<file path="src/rtl/lfsr_share_if.sv">
// lfsr_share_if: request/ack and seeding bus between LFSR consumers and the shared LFSR controller
interface lfsr_share_if #(parameter int N = 8);
  logic         seed_valid;
  logic [N-1:0] seed_data;
  logic [1:0]   req;
  logic [1:0]   ack;
  logic [N-1:0] rnd_data;
  logic         busy;
  modport master (output seed_valid, seed_data, req, input ack, rnd_data, busy);
  modport slave  (input seed_valid, seed_data, req, output ack, rnd_data, busy);
endinterface

</file>
<file path="src/rtl/lfsr_share_ctrl.sv">
// lfsr_share_ctrl: round-robin shares one Fibonacci LFSR between two requesters, STEPS shifts per grant
module lfsr_share_ctrl #(
  parameter int           N     = 8,
  parameter logic [N-1:0] TAPS  = N'(8'hB8),
  parameter int           STEPS = 8
) (
  input  logic       clk,
  input  logic       reset,
  lfsr_share_if.slave bus
);
  typedef enum logic [1:0] {IDLE, STEP, ACK} state_t;
  localparam logic [15:0] CNT_INIT = 16'(STEPS - 1);
  state_t       state_q;
  logic [N-1:0] lfsr_q, lfsr_d, rnd_q;
  logic [15:0]  cnt_q;
  logic [1:0]   ack_q;
  logic         g_q, rr_last_q, busy_q, g_sel, fb;
  // stage k lives on bit N-k, so a shift moves the word towards bit 0
  always_comb begin
    fb = 1'b0;
    for (int k = 1; k <= N; k++) if (TAPS[k-1]) fb = fb ^ lfsr_q[N-k];
    lfsr_d = {fb, lfsr_q[N-1:1]};
  end
  assign g_sel = (bus.req == 2'b11) ? ~rr_last_q : bus.req[1];
  always_ff @(posedge clk or posedge reset) begin
    if (reset) begin
      state_q   <= IDLE;
      lfsr_q    <= N'(1);
      cnt_q     <= '0;
      g_q       <= 1'b0;
      rr_last_q <= 1'b1;
      ack_q     <= '0;
      rnd_q     <= '0;
      busy_q    <= 1'b0;
    end else begin
      ack_q <= '0;
      rnd_q <= '0;
      case (state_q)
        IDLE: begin
          if (bus.seed_valid) begin
            lfsr_q <= (bus.seed_data == '0) ? N'(1) : bus.seed_data;
          end else if (|bus.req) begin
            g_q     <= g_sel;
            cnt_q   <= CNT_INIT;
            state_q <= STEP;
            busy_q  <= 1'b1;
          end
        end
        STEP: begin
          lfsr_q <= lfsr_d;
          if (cnt_q == '0) begin
            state_q <= ACK;
            ack_q   <= g_q ? 2'b10 : 2'b01;
            rnd_q   <= lfsr_d;
          end else begin
            cnt_q <= cnt_q - 16'd1;
          end
        end
        ACK: begin
          rr_last_q <= g_q;
          state_q   <= IDLE;
          busy_q    <= 1'b0;
        end
        default: state_q <= IDLE;
      endcase
    end
  end
  assign bus.ack      = ack_q;
  assign bus.rnd_data = rnd_q;
  assign bus.busy     = busy_q;
endmodule
</file>
<file path="src/flat_wrapper.sv">
// flat-port wrapper written by rule: the top's interface ports become plain ports
module lfsr_share_ctrl_flat 
#(
  parameter int           N     = 8,
  parameter logic [N-1:0] TAPS  = N'(8'hB8),
  parameter int           STEPS = 8
)
  (clk, reset, bus_seed_valid, bus_seed_data, bus_req, bus_ack, bus_rnd_data, bus_busy);
  lfsr_share_if #(.N(N)) bus_i ();
  input  logic clk;
  input  logic reset;
  input wire logic [$bits(bus_i.seed_valid)-1:0] bus_seed_valid;
  input wire logic [$bits(bus_i.seed_data)-1:0] bus_seed_data;
  input wire logic [$bits(bus_i.req)-1:0] bus_req;
  output wire logic [$bits(bus_i.ack)-1:0] bus_ack;
  output wire logic [$bits(bus_i.rnd_data)-1:0] bus_rnd_data;
  output wire logic [$bits(bus_i.busy)-1:0] bus_busy;
  assign bus_i.seed_valid = bus_seed_valid;
  assign bus_i.seed_data = bus_seed_data;
  assign bus_i.req = bus_req;
  assign bus_ack = bus_i.ack;
  assign bus_rnd_data = bus_i.rnd_data;
  assign bus_busy = bus_i.busy;
  lfsr_share_ctrl #(.N(N), .TAPS(TAPS), .STEPS(STEPS)) u_core (.clk(clk), .reset(reset), .bus(bus_i));
endmodule
</file>
<file path="config.mk">
export PLATFORM = sky130hd
export DESIGN_NAME = lfsr_share_ctrl_flat
export DESIGN_NICKNAME = d
export VERILOG_FILES = /design/src/rtl/lfsr_share_if.sv /design/src/rtl/lfsr_share_ctrl.sv /design/src/flat_wrapper.sv
export SDC_FILE = /design/constraint.sdc
export NUM_CORES = 1
export LEC_CHECK = 0
export CAP_MARGIN = 10
export CELL_PAD_IN_SITES_DETAIL_PLACEMENT = 2
export CELL_PAD_IN_SITES_GLOBAL_PLACEMENT = 2
export CORE_MARGIN = 1
export CORE_UTILIZATION = 31
export DETAILED_ROUTE_END_ITERATION = 16
export GPL_TIMING_DRIVEN = 0
export PLACE_DENSITY = 0.79
export SYNTH_ARGS = -nofsm -noshare
export SYNTH_HDL_FRONTEND = slang
export SYNTH_SLANG_ARGS = --single-unit
</file>
<file path="constraint.sdc">
create_clock -name clk -period 2.2 [get_ports clk]
set_input_delay 0.22 -clock clk [delete_from_list [all_inputs] [get_ports clk]]
set_output_delay 0.22 -clock clk [all_outputs]
set_load 0.01 [all_outputs]
</file>
# --- Yosys cells after proc, flatten, opt, wreduce, memory -nomap -nowiden ---
# Cells that the tools add are included.
# W data, S select, Z words.
word_totals:
  mem_bits_rw: 0
  romBits: 0
  latchBits: 0
  in_bits: 13
  reg_bits: 39
  n_memories: 0
op_classes:
  mul: 0
  shifts: 0
  n_mux: 20
  eq_ne: 8
  bitwise_logic: 5
  magnitude_cmp: 0
  add_sub_neg: 1
  n_div: 0
  n_reduce_logical: 11
ops:
  columns: ["op", "n"]
  rows:
  - ["$mux W16", 3]
  - ["$mux W8", 4]
  - ["$pmux W16 S2", 1]
  - ["$logic_not A16 Y1", 1]
  - ["$pmux W8 S2", 1]
  - ["$sub A16 B1 Y16 const B", 1]
  - ["$mux W2", 6]
  - ["$reduce_and A3 Y1", 3]
  - ["$logic_not A8 Y1", 1]
  - ["$ne A2 B2 Y1 const B", 3]
  - ["$eq A2 B2 Y1 const B", 2]
  - ["$ne A2 B1 Y1 const B", 2]
  - ["$pmux W2 S2", 1]
  - ["$reduce_and A4 Y1", 1]
  - ["$reduce_bool A2 Y1", 2]
  - ["$mux W1", 3]
  - ["$xor A1 B1 Y1", 3]
  - ["$eq A2 B1 Y1 const B", 1]
  - ["$logic_not A2 Y1", 1]
  - ["$not A1 Y1", 2]
  - ["$pmux W1 S2", 1]
  - ["$reduce_and A2 Y1", 1]
  - ["$reduce_or A2 Y1", 1]

# --- Logic depth before layout (Yosys ltp) ---
depth:
  word_depth: 5
  depth_mapped: 7

# --- Least setup slack after synthesis ---
# Ideal clock, no wire load.
synth_timing:
  path_type: "reg-to-reg"
  start: "reg u_core.cnt_q[3]"
  end: "reg u_core.cnt_q[12]"
  setup_ns: 0.078
  slack_ns: 0.144
  synth_period_minus_slack_ns: 2.056
  t_required_ns: 2.122
  stages_incl_launch_ff: 5
  arrival_time_ns: 1.979
  cell_sequence: "dfrtp_1 -> or4_4 -> or3_4 -> or4_1 -> a21oi_1"
synth_via:
  elab_chain_len: 3
  elab_cells_between_ends: 6
synth_rtl:
  columns: ["item", "line_no", "rtl"]
  rows:
  - ["start, declared", "lfsr_share_ctrl.sv:15", "logic [15:0] cnt_q;"]
  - ["start signal, assigned", "lfsr_share_ctrl.sv:56", "cnt_q <= cnt_q - 16'd1;"]
  - ["$sub A16 B1 Y16 or $logic_not A16 Y1 (tied branches)", "lfsr_share_ctrl.sv:56, lfsr_share_ctrl.sv:51", null]
  - ["$mux W16 or $ne A2 B2 Y1 (tied branches)", null, null]
  - ["$pmux W16 S2 or $reduce_and A4 Y1 (tied branches)", null, null]
# Several ways; a longest one is shown, not always the timed one. The select of a mux whose other input is x is not followed.
# A chain may end at the register's enable or synchronous reset.

# --- Worst setup path after layout ---
layout_timing:
  start: "reg u_core.cnt_q[6]"
  end: "reg u_core.cnt_q[12]"
# The elaborated chain is that of the path after synthesis.

==> metrics <==
post-synth top area cell=dfrtp_1; final hold slack=424 ps; drc violations=0; post-synthesis sequential area ratio=0.528; Final Hold Fails=0; PD cells=1080 nW/um2; drt pass-1 iters=4; H-tree levels=2; layout cells sized above 1=0.154; area of the core=5640 um2; Row Count=27; Mapped Area=1850 um2; Post-Synth XOR/XNOR Area=0.0142; IO buf count=23; Crit path arrival time=2380 ps; Setup WS pre-CTS=-119 ps; Post-Syn Nets=198; final period utilization=0.981; Worst-Skew Late Latency=300 ps; Fin Clk Skew=12.9 ps; max-slew violation count=0; Adder-Cell Fraction of Synth Area=0.0135; peak supply drop=0.000302 V; mux share of post-synthesis cell area=0.0493; initial antenna violation count=0; Post-Route WL=5200 um; Synth cell types=37; 1st-iter DRT viols=51; Starting Density=0.329; syn avg cell area=10.1 um2; CP Max Fanout=5; CTS root buffer=clkbuf_8; Slew HR=0.358; max frequency=463 MHz; GRT overflow=0; largest family of logic cells by synthesized area=simple AND/OR/NAND/NOR gates; slew at the pin with the worst max-slew slack=955 ps; area occupied by multi-input gates=871 um2; first-pass GRT wire length=8590 um; Total GRT Usage=0.183; Routability Congestion=0.732; FF+latch count, synth=39; area grow syn2layout=28.5%; synth warn=0; Max-cap violations=0; final-layout fill cell count=604; average wire per standard cell=17.8 um; number of I/O pins=24; Final setup violation count=0; Final Net Count=235; Total Neg Setup Slack=0 ps; vias in the first global route=1634; CTS tree=yes; routed vias=1558; status=finished clean; vias per cell=5.32; area occupied by registers=978 um2; Worst-path clk slew=80 ps; Tmin final=2160 ps; top post-synthesis cells by area=dfrtp_1 (50%), mux2i_1 (4.3%), nor4_1 (3.4%), o21ai_0 (3.2%), nand2_1 (3.0%); largest net degree at the start of global routing=40; Die Ht=79.3 um; CP Capture Type=register; fin worst setup slack=41.3 ps; Synth Area in Simple Gates=0.246; antenna cell count=0; leakage=0.00101 uW; post-route ant nets=0; hold_buf cts=0; CTS sink count=39; Num CTS Buffers=5; Yosys top cell area share=0.499; area of the die=6290 um2; Setup crit start kind=register; dpl hpwl=3360 um; CTS Buffer Depth=2; die width=79.3 um; Hold/Removal Path Class=in -> async; Compound-Gate Fraction of Synth Area=0.123; Synth Instances=183; WP data required=2420 ps; critical path class=reg -> reg
-- power breakdown --
| part | internal (uW) | switching (uW) | leakage, uW |
|---|---|---|---|
| clock network | 340 | 260 | 0.0000524 |
| registers | 931 | 247 | 0.000484 |
| logic | 413 | 383 | 0.000470 |
-- cells by family after synthesis --
| kind of cell | after synthesis |
|---|---|
| fa+ha+maj | 2 |
| mux | 9 |
| compound gates | 38 |
| xor+xnor | 3 |
| flops | 39 |
| simple gates | 79 |
| buf+inv | 13 |
-- critical path, cell delays in order, from the launching register on --
cell     delay (ps)
dfrtp_1         440
or4_4           540
or3_4           430
or4_4           530
a21oi_2         140
-- through the flow --
step	total power [uW]	util	cell area, um2	instances
final	2570	0.422	2380	293
after global routing	2740	0.422	2380	293
after CTS	2520	0.411	2320	287
after detailed placement	1840	0.385	2170	278
after global placement	1790	0.385	2170	278
after floorplan	1600	-	1850	183
-- synth_stat cells --
| cell | n |
|---|---|
| a22oi_1 | 6 |
| o21ai_0 | 12 |
| or3_1 | 4 |
| nor4_1 | 10 |
| o22ai_1 | 1 |
| or3_4 | 1 |
| nand3_1 | 2 |
| mux2i_1 | 8 |
| dfstp_2 | 2 |
| or4_4 | 1 |
| mux2_2 | 1 |
| nor3b_1 | 1 |
| ha_1 | 2 |
| o21bai_1 | 1 |
| and3_1 | 8 |
| o41ai_1 | 1 |
| o311ai_0 | 2 |
| or4_1 | 7 |
| o31ai_1 | 1 |
| nand2b_1 | 2 |
| or4b_1 | 1 |
| dfrtp_1 | 37 |
| xnor2_1 | 3 |
| nand2_1 | 15 |
| nor3_1 | 3 |
| o21a_1 | 1 |
| inv_1 | 4 |
| nor2_1 | 9 |
| and2_1 | 1 |
| nand3b_1 | 1 |
| o211ai_1 | 1 |
| a21oi_1 | 11 |
| nor2b_1 | 9 |
| or2_2 | 3 |
| a31oi_1 | 1 |
| clkbuf_1 | 9 |
| and4_1 | 1 |
-- sequential cells by signal (all words and copies together), names as in the netlist --
name,cells
u_core.bus.busy,1
u_core.lfsr_q,8
u_core.bus.rnd_data,8
u_core.rr_last_q,1
u_core.bus.ack,2
u_core.state_q,2
u_core.cnt_q,16
u_core.g_q,1
-- layout by cell type (no fill, tap or decap), types with 9 or more instances in the layout --
cell | Yosys | routed
dfrtp_1 | 37 | 37
clkdlybuf4s50_1 | 0 | 23
nand2_1 | 15 | 15
o21ai_0 | 12 | 12
clkbuf_1 | 9 | 9
nor2_1 | 9 | 9
a21oi_1 | 11 | 9
nor2b_1 | 9 | 9
-- area by class of cell --
class                   instances  share of cell area
clock inverters                 1              0.0126
clock buffers                   7              0.0320
repair buffers                 31               0.122
flip-flops and latches         39               0.411
well taps                      72              0.0378
inverters                       4             0.00630
plain buffers                   8              0.0131
multi-input cells             131               0.366
-- final timing paths --
path | from | to | slack, ps | cells after the start
setup / recovery | u_core.cnt_q[6]$_DFFE_PP0P_ | u_core.cnt_q[12]$_DFFE_PP0P_ | 40 | 4
hold / removal | reset | u_core.bus.rnd_data[4]$_DFF_PP0_ | 420 | 2
setup reg to reg | u_core.cnt_q[6]$_DFFE_PP0P_ | u_core.cnt_q[12]$_DFFE_PP0P_ | 40 | 4
hold reg to reg | u_core.bus.busy$_DFFE_PP0P_ | u_core.bus.busy$_DFFE_PP0P_ | 500 | 1
max in group asynchronous | reset | u_core.cnt_q[14]$_DFFE_PP0P_ | 1230 | 2
min in group clk | u_core.bus.busy$_DFFE_PP0P_ | u_core.bus.busy$_DFFE_PP0P_ | 500 | 1
-- timing repair --
action | 4_1_cts | 5_1_grt
endpoints found under the setup margin | 12 | 4
pin swaps | 0 | 2
setup buffers | 2 | 6
gates resized for setup | 7 | 3
-- routing by layer --
layer / GRT usage / routed length [um] / part of all wire / vias up
li1: - / - / - / 739
met1: 0.246 / 2580 / 0.50 / 788
met2: 0.284 / 2390 / 0.46 / 23
met3: 0.0425 / 140 / 0.027 / 8
met4: 0.0709 / 91 / 0.017 / 0
met5: 0 / 0 / 0 / -
No activity file was read; power rests on OpenSTA's default activity.
